File: src/rtl/path_probe_ctrl.sv
// Launches edges into an external delay chain and checks the synchronized result a
// programmable number of cycles later. Define PROBE_FIRST_FAIL_EN to capture the first failing trial index.
module path_probe_ctrl #(
    parameter int INVERTING = 0,
    parameter int CNT_W     = 16
) (
    input  logic             clk,
    input  logic             rst,
    input  logic             start,
    input  logic             abort,
    input  logic [7:0]       sampleDelay,
    input  logic [CNT_W-1:0] numTrials,
    output logic             pathInput,
    input  logic             pathResult,
    output logic             busy,
    output logic             done,
    output logic [CNT_W-1:0] passCount,
    output logic [CNT_W-1:0] failCount,
    output logic [CNT_W-1:0] firstFailIdx
);

    localparam logic INV_BIT = (INVERTING != 0);

    typedef enum logic [2:0] {
        IDLE   = 3'd0,
        LAUNCH = 3'd1,
        WAIT   = 3'd2,
        SAMPLE = 3'd3,
        SETTLE = 3'd4,
        DONE   = 3'd5
    } state_t;

    function automatic logic [CNT_W-1:0] sat_inc(input logic [CNT_W-1:0] v);
        return (&v) ? v : v + CNT_W'(1);
    endfunction

    state_t           state;
    state_t           state_nxt;

    logic             sync_p0;
    logic             syncResult;

    logic [7:0]       delayLat;
    logic [7:0]       delayLat_nxt;
    logic [CNT_W-1:0] trialsLat;
    logic [CNT_W-1:0] trialsLat_nxt;
    logic [7:0]       delayCnt;
    logic [7:0]       delayCnt_nxt;
    logic [CNT_W-1:0] trialIdx;
    logic [CNT_W-1:0] trialIdx_nxt;
    logic [CNT_W-1:0] passCount_nxt;
    logic [CNT_W-1:0] failCount_nxt;
    logic             pathInput_nxt;
    logic             busy_nxt;
    logic             done_nxt;
    logic             match;
    logic [CNT_W-1:0] trialIdx_inc;

    // pathResult is asynchronous to clk; only syncResult is ever looked at
    always_ff @(posedge clk or posedge rst) begin
        if (rst) begin
            sync_p0    <= 1'b0;
            syncResult <= 1'b0;
        end else begin
            sync_p0    <= pathResult;
            syncResult <= sync_p0;
        end
    end

    assign match        = (syncResult == (pathInput ^ INV_BIT));
    assign trialIdx_inc = trialIdx + CNT_W'(1);

`ifdef PROBE_FIRST_FAIL_EN
    logic [CNT_W-1:0] firstFailIdx_nxt;
`endif

    always_ff @(posedge clk or posedge rst) begin
        if (rst) begin
            state <= IDLE;
        end else begin
            state <= state_nxt;
        end
    end

    always_comb begin
        state_nxt     = state;
        delayLat_nxt  = delayLat;
        trialsLat_nxt = trialsLat;
        delayCnt_nxt  = delayCnt;
        trialIdx_nxt  = trialIdx;
        passCount_nxt = passCount;
        failCount_nxt = failCount;
        pathInput_nxt = pathInput;
        busy_nxt      = busy;
        done_nxt      = 1'b0;
`ifdef PROBE_FIRST_FAIL_EN
        firstFailIdx_nxt = firstFailIdx;
`endif

        // abort overrides everything and leaves counts and pathInput untouched
        if (abort && (state != IDLE)) begin
            state_nxt = IDLE;
            busy_nxt  = 1'b0;
        end else begin
            case (state)
                IDLE: begin
                    if (start && !abort) begin
                        delayLat_nxt  = sampleDelay;
                        trialsLat_nxt = numTrials;
                        trialIdx_nxt  = '0;
                        passCount_nxt = '0;
                        failCount_nxt = '0;
`ifdef PROBE_FIRST_FAIL_EN
                        firstFailIdx_nxt = '0;
`endif
                        busy_nxt      = 1'b1;
                        state_nxt     = (numTrials == '0) ? DONE : LAUNCH;
                    end
                end
                LAUNCH: begin
                    pathInput_nxt = ~pathInput;
                    delayCnt_nxt  = delayLat;
                    state_nxt     = WAIT;
                end
                WAIT: begin
                    if (delayCnt == 8'd0) begin
                        state_nxt = SAMPLE;
                    end else begin
                        delayCnt_nxt = delayCnt - 8'd1;
                    end
                end
                SAMPLE: begin
                    if (match) begin
                        passCount_nxt = sat_inc(passCount);
                    end else begin
                        failCount_nxt = sat_inc(failCount);
`ifdef PROBE_FIRST_FAIL_EN
                        // failCount never returns to zero within a run, so zero marks the first failure
                        if (failCount == '0) begin
                            firstFailIdx_nxt = trialIdx;
                        end
`endif
                    end
                    delayCnt_nxt = delayLat;
                    state_nxt    = SETTLE;
                end
                SETTLE: begin
                    if (delayCnt == 8'd0) begin
                        trialIdx_nxt = trialIdx_inc;
                        state_nxt    = (trialIdx_inc == trialsLat) ? DONE : LAUNCH;
                    end else begin
                        delayCnt_nxt = delayCnt - 8'd1;
                    end
                end
                DONE: begin
                    done_nxt  = 1'b1;
                    busy_nxt  = 1'b0;
                    state_nxt = IDLE;
                end
                default: begin
                    state_nxt = IDLE;
                    busy_nxt  = 1'b0;
                end
            endcase
        end
    end

    always_ff @(posedge clk or posedge rst) begin
        if (rst) begin
            delayLat  <= '0;
            trialsLat <= '0;
            delayCnt  <= '0;
            trialIdx  <= '0;
            passCount <= '0;
            failCount <= '0;
            pathInput <= 1'b0;
            busy      <= 1'b0;
            done      <= 1'b0;
        end else begin
            delayLat  <= delayLat_nxt;
            trialsLat <= trialsLat_nxt;
            delayCnt  <= delayCnt_nxt;
            trialIdx  <= trialIdx_nxt;
            passCount <= passCount_nxt;
            failCount <= failCount_nxt;
            pathInput <= pathInput_nxt;
            busy      <= busy_nxt;
            done      <= done_nxt;
        end
    end

`ifdef PROBE_FIRST_FAIL_EN
    always_ff @(posedge clk or posedge rst) begin
        if (rst) begin
            firstFailIdx <= '0;
        end else begin
            firstFailIdx <= firstFailIdx_nxt;
        end
    end
`else
    assign firstFailIdx = '0;
`endif

endmodule

File: config.mk
export PLATFORM = sky130hd
export DESIGN_NAME = path_probe_ctrl
export DESIGN_NICKNAME = d
export VERILOG_FILES = /design/src/rtl/path_probe_ctrl.sv
export SDC_FILE = /design/constraint.sdc
export NUM_CORES = 1
export LEC_CHECK = 0
export ABC_CLOCK_PERIOD_IN_PS = 7300
export BUFFER_PORTS_ARGS = -buffer_cell sky130_fd_sc_hd__buf_2
export CORE_ASPECT_RATIO = 0.8
export CORE_MARGIN = 5
export CORE_UTILIZATION = 61
export DETAILED_ROUTE_END_ITERATION = 8
export GPL_TIMING_DRIVEN = 1
export PLACE_DENSITY = 0.85
export SYNTH_ARGS = -nofsm -noshare
export SYNTH_HDL_FRONTEND = slang
export SYNTH_SLANG_ARGS = --single-unit
File: constraint.sdc
create_clock -name clk -period 7.3 [get_ports clk]
set_input_delay 0.73 -clock clk [delete_from_list [all_inputs] [get_ports clk]]
set_output_delay 0.73 -clock clk [all_outputs]
set_load 0.005 [all_outputs]
After elaboration in Yosys (flattened, before gate mapping). Cells that the tools add are included. Widths: inputs -> output; s select.

Bits in registers: 88. Input port bits: 29. Word-level logic and storage cells: 82.

Add/sub/neg operators: 4. Equality and inequality tests: 18. Muxes and demuxes: 23. Bitwise logic cells: 2. Reduce and logical (&&, ||, !) cells: 23.

Operators with widths (count): $mux 16 (6); $pmux 16 s2 (3); $add 16x1->16 const B (3); $reduce_and 16->1 (2); $mux 3 (6); $eq 16x16->1 (1); $logic_not 16->1 (1); $pmux 8 s2 (1); $pmux 3 s5 (1); $ne 2x2->1 const B (7); $reduce_and 5->1 (2); $ne 3x3->1 const B (3); $reduce_and 3->1 (3); $logic_not 8->1 (1); $mux 8 (1); $sub 8x1->8 const B (1); $eq 3x2->1 const B (2); $eq 3x3->1 const B (2); $reduce_bool 2->1 (3); $mux 1 (4); $reduce_and 2->1 (2); $reduce_and 4->1 (1); $reduce_or 2->1 (2); $reduce_or 4->1 (1); 9 further kinds (11).

Longest topological paths before layout. Gate-level depths: netlist of run 1.

Word-level depth: 6. Gate-level depth with buffers: 10.

Worst setup path after synthesis of run 1. No wires, ideal clock.

Path type: reg2reg. Start point: reg delayCnt[0]. End point: reg state[2]. Arrival: 2.198 ns. Data required time: 7.196 ns. Slack: 4.998 ns. Stages on the path, launching flop included: 9. Period minus slack after synthesis: 2.302 ns. Cell sequence: dfrtp_1 -> inv_1 -> ha_1 -> or3b_2 -> or2_1 -> a2111oi_1 -> and3_1 -> nand4_1 -> o41ai_2.

Cells in the longest elaborated chain, start to end: 3.

Ends and longest elaborated chain: start: declaration (RTL line 47) `logic [7:0] delayCnt;`; start signal: assignment (RTL line 182) `delayCnt <= delayCnt_nxt;`; $logic_not 8->1 (*) (RTL line 126, 148); $ne 3x3->1 (no source line); $reduce_and 3->1 (no source line) (*); end signal: assignment (RTL line 81) `state <= state_nxt;`; end: declaration (RTL line 37) `state_t state;`.

Mark *: on every way between the ends. The rest lies on a longest branch, timed or not. A chain may end at the register's enable or synchronous reset.

Final worst setup path of run 1.
Start point: reg delayCnt[0]. End point: reg trialIdx[11].

Cells in the longest elaborated chain, start to end: 3.

Ends and longest elaborated chain: $logic_not 8->1 (RTL line 148) `if (delayCnt == 8'd0) begin`; $ne 2x2->1 (no source line); $reduce_and 4->1 (no source line); end signal: assignment (RTL line 183) `trialIdx <= trialIdx_nxt;`; end: declaration (RTL line 49) `logic [CNT_W-1:0] trialIdx;`.

Every way passes these cells.

==> impl_metrics.ini, run 1 <==
[critical_path]
critPathMaxFanout = 18
crit_path_start_kind = flip-flop
path_class = flip-flop to flip-flop
cp_data_required_time_ns = 7.60
cp.arrival_ns = 3.11
reg2reg_depth = 8
cp-end-kind = flip-flop
timing.rr.start = delayCnt[0]
r2r_setup_slack_ns = 4.49
r2r-end = trialIdx[11]

[min_path]
min_to = syncResult
min_from = sync_p0
hp-class = flip-flop to flip-flop
hold_path_depth = 0

[routing]
wl_per_cell_um = 15.5
vias = 4302
viasPerCell = 5.81
ant_nets = 0
post-route-drc-count = 0
wirelength_um = 11500
firstDrtPassIters = 5
initialDrtViolationCount = 289

[finish]
drive_gt1_share_pct = 14.7
syn2layout_area_growth_pct = 9.52
nets = 662
diodes = 0
final_common_cell = nand2_1
layout_common_cells = 118 x nand2_1, 88 x dfrtp_1, 63 x buf_2

[job]
cap_violations = 0

[sta]
skew_ns = 0.0172
timing.hold.ws_ns = 0.376
min_period_ns = 2.81
setup_viol = 0
tightest_slew_ns = 1.10
fmax_ghz = 0.356
hold_viol = 0
finalSetupTns_ns = 0
drv_slew = 0
rsz0062_at_grt = no
final.setup.worst_slack_ns = 4.49
max-slew-margin-rel_pct = 26.9
timing.final.crit_share_pct = 38.4

[die]
die_y_um = 90.5
num_rows = 29
ios = 80
fp.dieW_um = 111
initial_core_util_pct = 62.4
dieArea_mm2 = 0.0100
core_region_area_mm2 = 0.00791

[place]
globalplace.congestion = 0.856
portBuffers = 63
pre_cts_ws_ns = 4.42
dpl.hpwl_um = 8040

[synth]
synthArstFlopShare_pct = 100
synthFlopType = dfrtp_1
synth_area_mm2 = 0.00494
yosysWarnings = 0
synthDistinctLibCells = 52
avgSynthCellArea_um2 = 8.47
synthCells = 583
synth-edff-count = 0
synth_top_cell_by_area = dfrtp_1
ys_seq_area_share_pct = 44.6
yosysTopAreaCellShare_pct = 44.6
ys_ff_latch = 88
synth_area_leaders = dfrtp_1 45%, nand2_1 9.0%, xnor2_1 5.3%

[clock_tree]
clk_latency_ns = 0.37
clkSlewWorstSetupHoldPaths_ns = 0.10
ctsResizeCount = 0
h-tree-depth = 3
max-clock-path-buffers = 2
cts_tree = done
clockRootBuffer = clkbuf_8
cts_made_buffers = 9
post_cts_buffers = 0
postCtsHoldBufs = 0
cts_sinks = 88

[pwr]
leakagePower_uw = 0.00247
irDropWorstVdd_mv = 0.162
powerDensity_mw_per_mm2 = 211

[global_route]
grt_pass1_wl_um = 19500
antenna_found_initial = 0
overflow = 0
grt_pass1_vias = 4107
grt_start_max_net_pins = 89
track_usage_pct = 23.4

[outcome]
status = completed
how the worst max path moves through the flow:
stage                            from       endpoint  depth (start not counted)
after global routing      delayCnt[0]    trialIdx[2]                          8
after detailed placement        abort  failCount[13]                          7
after global placement          abort  failCount[13]                          7
after floorplan                   rst           busy                          1
final                     delayCnt[0]   trialIdx[11]                          8
after CTS                 delayCnt[0]   trialIdx[11]                          8
power by group:
| part | switching (µW) | internal, µW |
|---|---|---|
| Combinational | 127 | 86.2 |
| Clock | 188 | 137 |
| Sequential | 57.0 | 545 |
layer usage:
metal | up-vias | wire length (µm) | global-route usage [%]
li1 | 2071 | - | -
met1 | 2045 | 5250 | 32.1
met2 | 167 | 5360 | 37.5
met3 | 19 | 702 | 5.56
met4 | 0 | 155 | 5.85
met5 | - | 0 | 0
through the flow:
| stage | area [µm²] | std cells | power, µW | utilization, % |
|---|---|---|---|---|
| floorplan | 5000 | 598 | 762 | - |
| global placement | 5220 | 725 | 810 | 66.0 |
| detailed placement | 5220 | 725 | 822 | 66.0 |
| CTS | 5410 | 741 | 1150 | 68.4 |
| global route | 5410 | 741 | 1210 | 68.4 |
| finish | 5410 | 741 | 1140 | 68.4 |
cells by family (layout without fill, tap and decap cells):
kind of cell	Yosys count	after routing	share of synthesized area, %
other	1	16	0.0759
muxes	1	1	0.228
buffers and inverters	58	93	5.80
DFF	88	88	44.6
xor gates and xnor gates	50	50	8.87
adders and majority gates	5	5	1.27
AOI/OAI and AO/OA	100	100	12.2
and+or+nand+nor	280	280	27.0
layout make-up:
cell class,count,area (µm²)
clock buffers,10,138
repair buffers,65,330
well taps,108,135
fillers,672,2500
flip-flops and latches,88,2200
clock inverters,6,50.0
inverters,12,46.3
multi-input cells,452,2510
synthesized netlist by cell type (4+ instances only):
library cell	count
and3_1	9
nor2_1	50
nor4_1	9
nor3_1	14
nand2_1	118
buf_4	16
clkbuf_1	19
buf_2	7
and4_1	5
o21ai_0	39
and2_1	4
nand4_1	16
buf_1	4
nand3_1	27
a21oi_1	28
o211ai_1	5
xor2_1	20
o31ai_1	9
inv_1	12
ha_1	5
nand2b_1	5
nor4b_1	4
or3_1	5
xnor2_1	30
dfrtp_1	88
sequential cells by signal (all words and copies together), names as in the netlist:
register	flops
passCount	16
trialsLat	16
busy	1
state	3
syncResult	1
done	1
delayCnt	8
delayLat	8
failCount	16
trialIdx	16
pathInput	1
sync_p0	1
worst max-delay path: stages (launching register included):
cell and delay (ns):
dfrtp_1 0.44, inv_1 0.17, ha_1 0.17, or3b_2 0.50, nor2_1 0.41, nand2_1 0.51, a31oi_1 0.34, o21ai_0 0.10
o21ai_0 0.09
(Power assumes the default switching activity.)
==> inputs of run 2 (changes only) <==
==> config.mk (replaced) <==
export PLATFORM = sky130hd
export DESIGN_NAME = path_probe_ctrl
export DESIGN_NICKNAME = d
export VERILOG_FILES = /design/src/rtl/path_probe_ctrl.sv
export SDC_FILE = /design/constraint.sdc
export NUM_CORES = 1
export LEC_CHECK = 0
export ABC_AREA = 1
export ABC_CLOCK_PERIOD_IN_PS = 2900
export BUFFER_PORTS_ARGS = -buffer_cell sky130_fd_sc_hd__buf_2
export CORE_ASPECT_RATIO = 0.8
export CORE_MARGIN = 5
export CORE_UTILIZATION = 58
export DETAILED_ROUTE_END_ITERATION = 8
export GPL_TIMING_DRIVEN = 1
export PLACE_DENSITY = 0.81
export SYNTH_ARGS = -nofsm -noshare
export SYNTH_HDL_FRONTEND = slang
export SYNTH_SLANG_ARGS = --single-unit
==> constraint.sdc (replaced) <==
create_clock -name clk -period 2.9 [get_ports clk]
set_input_delay 0.29 -clock clk [delete_from_list [all_inputs] [get_ports clk]]
set_output_delay 0.29 -clock clk [all_outputs]
set_load 0.005 [all_outputs]
==> impl_metrics.ini, run 2 <==
[sta]
min_period_ns = 2.34
fmax_ghz = 0.427
rsz0062_at_grt = no
drv_slew = 0
timing.final.crit_share_pct = 80.8
hold_viol = 0
skew_ns = 0.00618
finalSetupTns_ns = 0
max-slew-margin-rel_pct = 42.4
setup_viol = 0
tightest_slew_ns = 0.862

[global_route]
grt_start_max_net_pins = 48
grt_pass1_vias = 4342
antenna_found_initial = 1
grt_pass1_wl_um = 20700
track_usage_pct = 23.5
overflow = 0

[min_path]
hp-class = input pin to flip-flop

[synth]
ys_top_cells_by_count = 200 x nand2_1, 88 x dfrtp_1, 66 x inv_1, 56 x nor2_1, 48 x nand3_1
synth_top_cell_by_area = dfrtp_1
synth.most_common_cell = nand2_1
synth_area_leaders = dfrtp_1 42%, nand2_1 14%, inv_1 4.7%
avgSynthCellArea_um2 = 7.67
ys_ff_latch = 88
synthCells = 689
synthArstFlopShare_pct = 100
synth-edff-count = 0
ys_seq_area_share_pct = 41.7
yosysTopAreaCellShare_pct = 41.7
yosysWarnings = 0
synth_area_mm2 = 0.00529
synthFlopType = dfrtp_1
synthDistinctLibCells = 46

[critical_path]
cp-end-kind = flip-flop
cp_cell_sequence = nor2_4 > nand2_1 > inv_2 > nor2_1 > inv_2 > a21oi_4 > inv_1 > o21ai_0 > o21ai_0
cp.arrival_ns = 2.57
critical_path_buf_inv_count = 3
path_delay_family = simple AND/OR/NAND/NOR gates
critPathMaxFanout = 11
cp_data_required_time_ns = 3.13
path_class = flip-flop to flip-flop
crit_path_start_kind = flip-flop
slowest_delay_ns = 0.57
crit_slowest_cell = nor2_1

[place]
portBuffers = 63
dpl.hpwl_um = 9180
globalplace.congestion = 0.895

[pwr]
pwr-share-seq_pct = 38.1
leakagePower_uw = 0.00288
irDropWorstVdd_mv = 0.608
clkPwrFrac_pct = 28.5
comb_power_share_pct = 33.4
switchingPower_uw = 1720
powerDensity_mw_per_mm2 = 770
p_int_uw = 2850
switching_share_pct = 37.6

[routing]
wirelength_um = 12600
wl_per_cell_um = 14.5
firstDrtPassIters = 5
ant_nets = 0
initialDrtViolationCount = 262
viasPerCell = 5.45
vias = 4732
post-route-drc-count = 0

[finish]
multiInputGateArea_mm2 = 0.00260
nets = 781
fin_util_pct = 66.1
syn2layout_area_growth_pct = 12.1
layout_common_cells = 200 x nand2_1, 88 x dfrtp_1, 65 x inv_1
fillers = 727
drive_gt1_share_pct = 16.4
seq_area_mm2 = 0.00220
final_common_cell = nand2_1

[clock_tree]
clockRootBuffer = clkbuf_16
cts_made_buffers = 9
clkSlewWorstSetupHoldPaths_ns = 0.07
max-clock-path-buffers = 2
ctsResizeCount = 0
post_cts_buffers = 0
cts_tree = done
postCtsHoldBufs = 0
h-tree-depth = 3
clk_latency_ns = 0.35
cts_sinks = 88

[die]
dieArea_mm2 = 0.0111
num_rows = 31
die_y_um = 95.4
initial_core_util_pct = 59.0
fp.dieW_um = 117
ios = 80
core_region_area_mm2 = 0.00896

[job]
cap_violations = 0

[outcome]
status = completed
run 2: changes by cell type after synthesis, moves of 8 or more:
cell,delta
nand2_1,+82
inv_1,+54
nand3_1,+21
xnor2_1,-19
a21oi_1,-15
clkbuf_1,-15
o22ai_1,+11
and3_1,-8
buf_6,+8
xor2_1,-8
run 2: logic make-up (layout without fill, tap and decap cells):
group,Yosys count,count (layout),share of synthesized area (%)
AOI/OAI and AO/OA,93,93,10.5
xor gates and xnor gates,25,25,4.69
adders and majority gates,5,5,1.18
buffers and inverters,108,156,10.2
DFF,88,88,41.7
other,1,17,0.0709
and+or+nand+nor,369,369,31.6
run 2: area by class of cell:
| cell class | count | share of cell area (%) |
|---|---|---|
| multi-input cells | 508 | 43.9 |
| flip-flops and latches | 88 | 37.2 |
| diodes | 1 | 0.0422 |
| well taps | 115 | 2.43 |
| inverters | 74 | 4.79 |
| clock buffers | 11 | 4.27 |
| repair buffers | 66 | 5.91 |
| clock inverters | 5 | 1.48 |
run 2: power groups by stage:
stage	combinational (µW)	clock (µW)	sequential [µW]
after floorplan	1260	0	1710
after global placement	1460	0	1740
after detailed placement	1510	0	1750
after CTS	1520	1320	1730
after global routing	1720	1380	1770
final	1520	1300	1740
run 2: layer usage:
| metal | routed length [µm] | global-route usage, % | up-vias |
|---|---|---|---|
| li1 | - | - | 2328 |
| met2 | 5930 | 37.4 | 151 |
| met5 | 0 | 0 | - |
| met3 | 753 | 4.89 | 20 |
| met4 | 214 | 6.40 | 0 |
| met1 | 5660 | 32.9 | 2233 |
run 2: worst paths after layout:
| check | startpoint | endpoint | slack [ns] | cells after the start |
|---|---|---|---|---|
| max in group asynchronous | rst | delayCnt[7] | 2.11 | 3 |
| worst min register to register | sync_p0 | syncResult | 0.36 | 0 |
| worst min-delay path | pathResult | sync_p0 | 0.05 | 1 |
| worst max register to register | state[1] | delayCnt[5] | 0.56 | 9 |
| min in group asynchronous | rst | trialIdx[4] | 0.10 | 2 |
| worst max-delay path | state[1] | delayCnt[5] | 0.56 | 9 |
run 2: worst register-to-register path, stage by stage (launching register included):
cell and delay, ns:
dfrtp_1 0.44, nor2_4 0.08, nand2_1 0.11, inv_2 0.06
nor2_1 0.57, inv_2 0.25, a21oi_4 0.31, inv_1 0.15
o21ai_0 0.17, o21ai_0 0.10
run 2: stage by stage:
step	setup WS, ns	power (µW)	instances	instance area [µm²]	hold slack, ns
after floorplan	0.331	2970	704	5340	0.321
after global placement	0.741	3200	851	5580	0.334
after detailed placement	0.610	3260	851	5580	0.353
after CTS	0.580	4570	867	5920	0.0417
after global routing	0.369	4870	868	5920	0.0433
final	0.556	4560	868	5920	0.0477
==> inputs of run 3 (changes only) <==
--- a/config.mk
+++ b/config.mk
@@ -6,14 +6,14 @@
 export NUM_CORES = 1
 export LEC_CHECK = 0
 export ABC_AREA = 1
-export ABC_CLOCK_PERIOD_IN_PS = 2900
+export ABC_CLOCK_PERIOD_IN_PS = 1900
 export BUFFER_PORTS_ARGS = -buffer_cell sky130_fd_sc_hd__buf_2
 export CORE_ASPECT_RATIO = 0.8
 export CORE_MARGIN = 5
-export CORE_UTILIZATION = 58
+export CORE_UTILIZATION = 52
 export DETAILED_ROUTE_END_ITERATION = 8
 export GPL_TIMING_DRIVEN = 1
-export PLACE_DENSITY = 0.81
+export PLACE_DENSITY = 0.77
 export SYNTH_ARGS = -nofsm -noshare
 export SYNTH_HDL_FRONTEND = slang
 export SYNTH_SLANG_ARGS = --single-unit
==> constraint.sdc (replaced) <==
create_clock -name clk -period 1.9 [get_ports clk]
set_input_delay 0.19 -clock clk [delete_from_list [all_inputs] [get_ports clk]]
set_output_delay 0.19 -clock clk [all_outputs]
set_load 0.005 [all_outputs]
==> impl_metrics.ini, run 3 (synthesis results as in run 2) <==
[routing]
initialDrtViolationCount = 460
post-route-drc-count = 0
firstDrtPassIters = 5
vias = 4949
viasPerCell = 5.30
wirelength_um = 13800
ant_nets = 0
wl_per_cell_um = 14.8

[clock_tree]
max-clock-path-buffers = 2
clkSlewWorstSetupHoldPaths_ns = 0.07
clk_latency_ns = 0.34
cts_made_buffers = 9
h-tree-depth = 3
cts_tree = done
cts_sinks = 88
clockRootBuffer = clkbuf_16

[global_route]
antenna_found_initial = 0
track_usage_pct = 22.0
grt_start_max_net_pins = 38
overflow = 0
grt_pass1_vias = 4503
grt_pass1_wl_um = 21800

[sta]
max-slew-margin-rel_pct = 58.4
min_period_ns = 1.87
drv_slew = 0
setup_viol = 0
tightest_slew_ns = 0.623
hold_viol = 0
final.setup.worst_slack_ns = 0.0318
finalSetupTns_ns = 0
rsz0062_at_grt = yes
fmax_ghz = 0.535
skew_ns = 0.00470
timing.final.crit_share_pct = 98.3

[finish]
fin_util_pct = 66.0
diodes = 0
final_common_cell = nand2_1
design_area_mm2 = 0.00645
fillers = 822
layout_common_cells = 193 x nand2_1, 87 x dfrtp_1, 63 x inv_1, 63 x buf_2, 48 x nand3_1
syn2layout_area_growth_pct = 22.1
nets = 826
drive_gt1_share_pct = 24.2

[die]
initial_core_util_pct = 54.1
fp.dieW_um = 123
num_rows = 32
core_region_area_mm2 = 0.00977
dieArea_mm2 = 0.0123
ios = 80
die_y_um = 100

[critical_path]
critPathMaxFanout = 5
crit_path_start_kind = flip-flop
cp-end-kind = flip-flop
cp_data_required_time_ns = 2.13
cp.arrival_ns = 2.10
path_class = flip-flop to flip-flop

[pwr]
clkPwrFrac_pct = 23.3
comb_power_share_pct = 40.2
pwr-share-seq_pct = 36.6
switchingPower_uw = 2860
irDropWorstVdd_mv = 0.647
p_int_uw = 4410
switching_share_pct = 39.4
leakagePower_uw = 0.00316
power_uw = 7280
powerDensity_mw_per_mm2 = 1130

[place]
portBuffers = 63
globalplace.congestion = 0.870
pre_cts_ws_ns = -0.00109
dpl.hpwl_um = 9860
place_area_mm2 = 0.00582

[outcome]
status = completed

[min_path]
hp-class = input pin to flip-flop

[job]
cap_violations = 0
-- run 3: changes by cell type in the layout (fill, tap and decap cells not counted), sizes merged --
cell         change
bufinv           -2
nand2            +1
clkinvlp         +4
inv              -2
clkbuf           -1
clkinv           +1
dlygate4sd3      +2
diode            -1
buf             +41
a21boi           +1
-- run 3: worst max-delay path, cell delays in order, from the launching register on --
cell	delay, ns
dfrtp_1	0.40
ha_4	0.17
nand2_4	0.07
nor2_8	0.11
nand3_4	0.09
nor2_4	0.12
nand3_2	0.09
o211ai_4	0.24
nand2_4	0.13
buf_4	0.16
nand3_1	0.08
o21ai_2	0.07
-- run 3: worst paths after layout --
check	cells past startpoint	start	end	slack, ns
setup / recovery	11	failCount[0]	failCount[6]	0.03
hold / removal	2	abort	done	0.05
setup reg to reg	11	failCount[0]	failCount[6]	0.03
hold reg to reg	0	sync_p0	syncResult	0.36
max in group asynchronous	4	rst	trialIdx[10]	0.73
min in group asynchronous	3	rst	trialIdx[3]	0.47
-- run 3: power groups by stage --
stage               combinational [µW]  sequential, µW  clock (µW)
global placement                  2460            2640           0
floorplan                         1930            2600           0
CTS                               2620            2630        1710
global route                      3260            2710        1810
detailed placement                2540            2660           0
finish                            2920            2660        1690
-- run 3: through the flow --
| stage | instances | hold slack, ns |
|---|---|---|
| finish | 933 | 0.0468 |
| global route | 933 | 0.0395 |
| CTS | 920 | 0.0337 |
| detailed placement | 900 | 0.299 |
| global placement | 900 | 0.296 |
| floorplan | 704 | 0.221 |
-- run 3: area by class of cell --
class                      instances  area (µm²)  share of cell area (%)
sequential                        88        2200                    34.1
inverter                          74         290                    4.50
tap                              136         170                    2.64
clock inverter                     6        45.0                   0.698
timing repair buffer             109         709                    11.0
multi-input combinational        510        2800                    43.3
clock buffer                      10         239                    3.70
-- run 3: repair_timing --
item                       in CTS  in global routing
pin swaps                       1                 13
setup buffers                   2                 11
cloned                          0                  2
hold endpoints to repair       25                  0
setup endpoints to repair       3                 34
resized for setup               1                 51
hold buffers                    2                  0
-- run 3: metal layers --
metal | GRT usage [%] | vias to the layer above | wire [µm]
li1 | - | 2429 | -
met1 | 31.6 | 2320 | 6280
met2 | 33.7 | 174 | 6540
met3 | 4.45 | 26 | 765
met4 | 6.37 | 0 | 245
met5 | 0 | - | 0
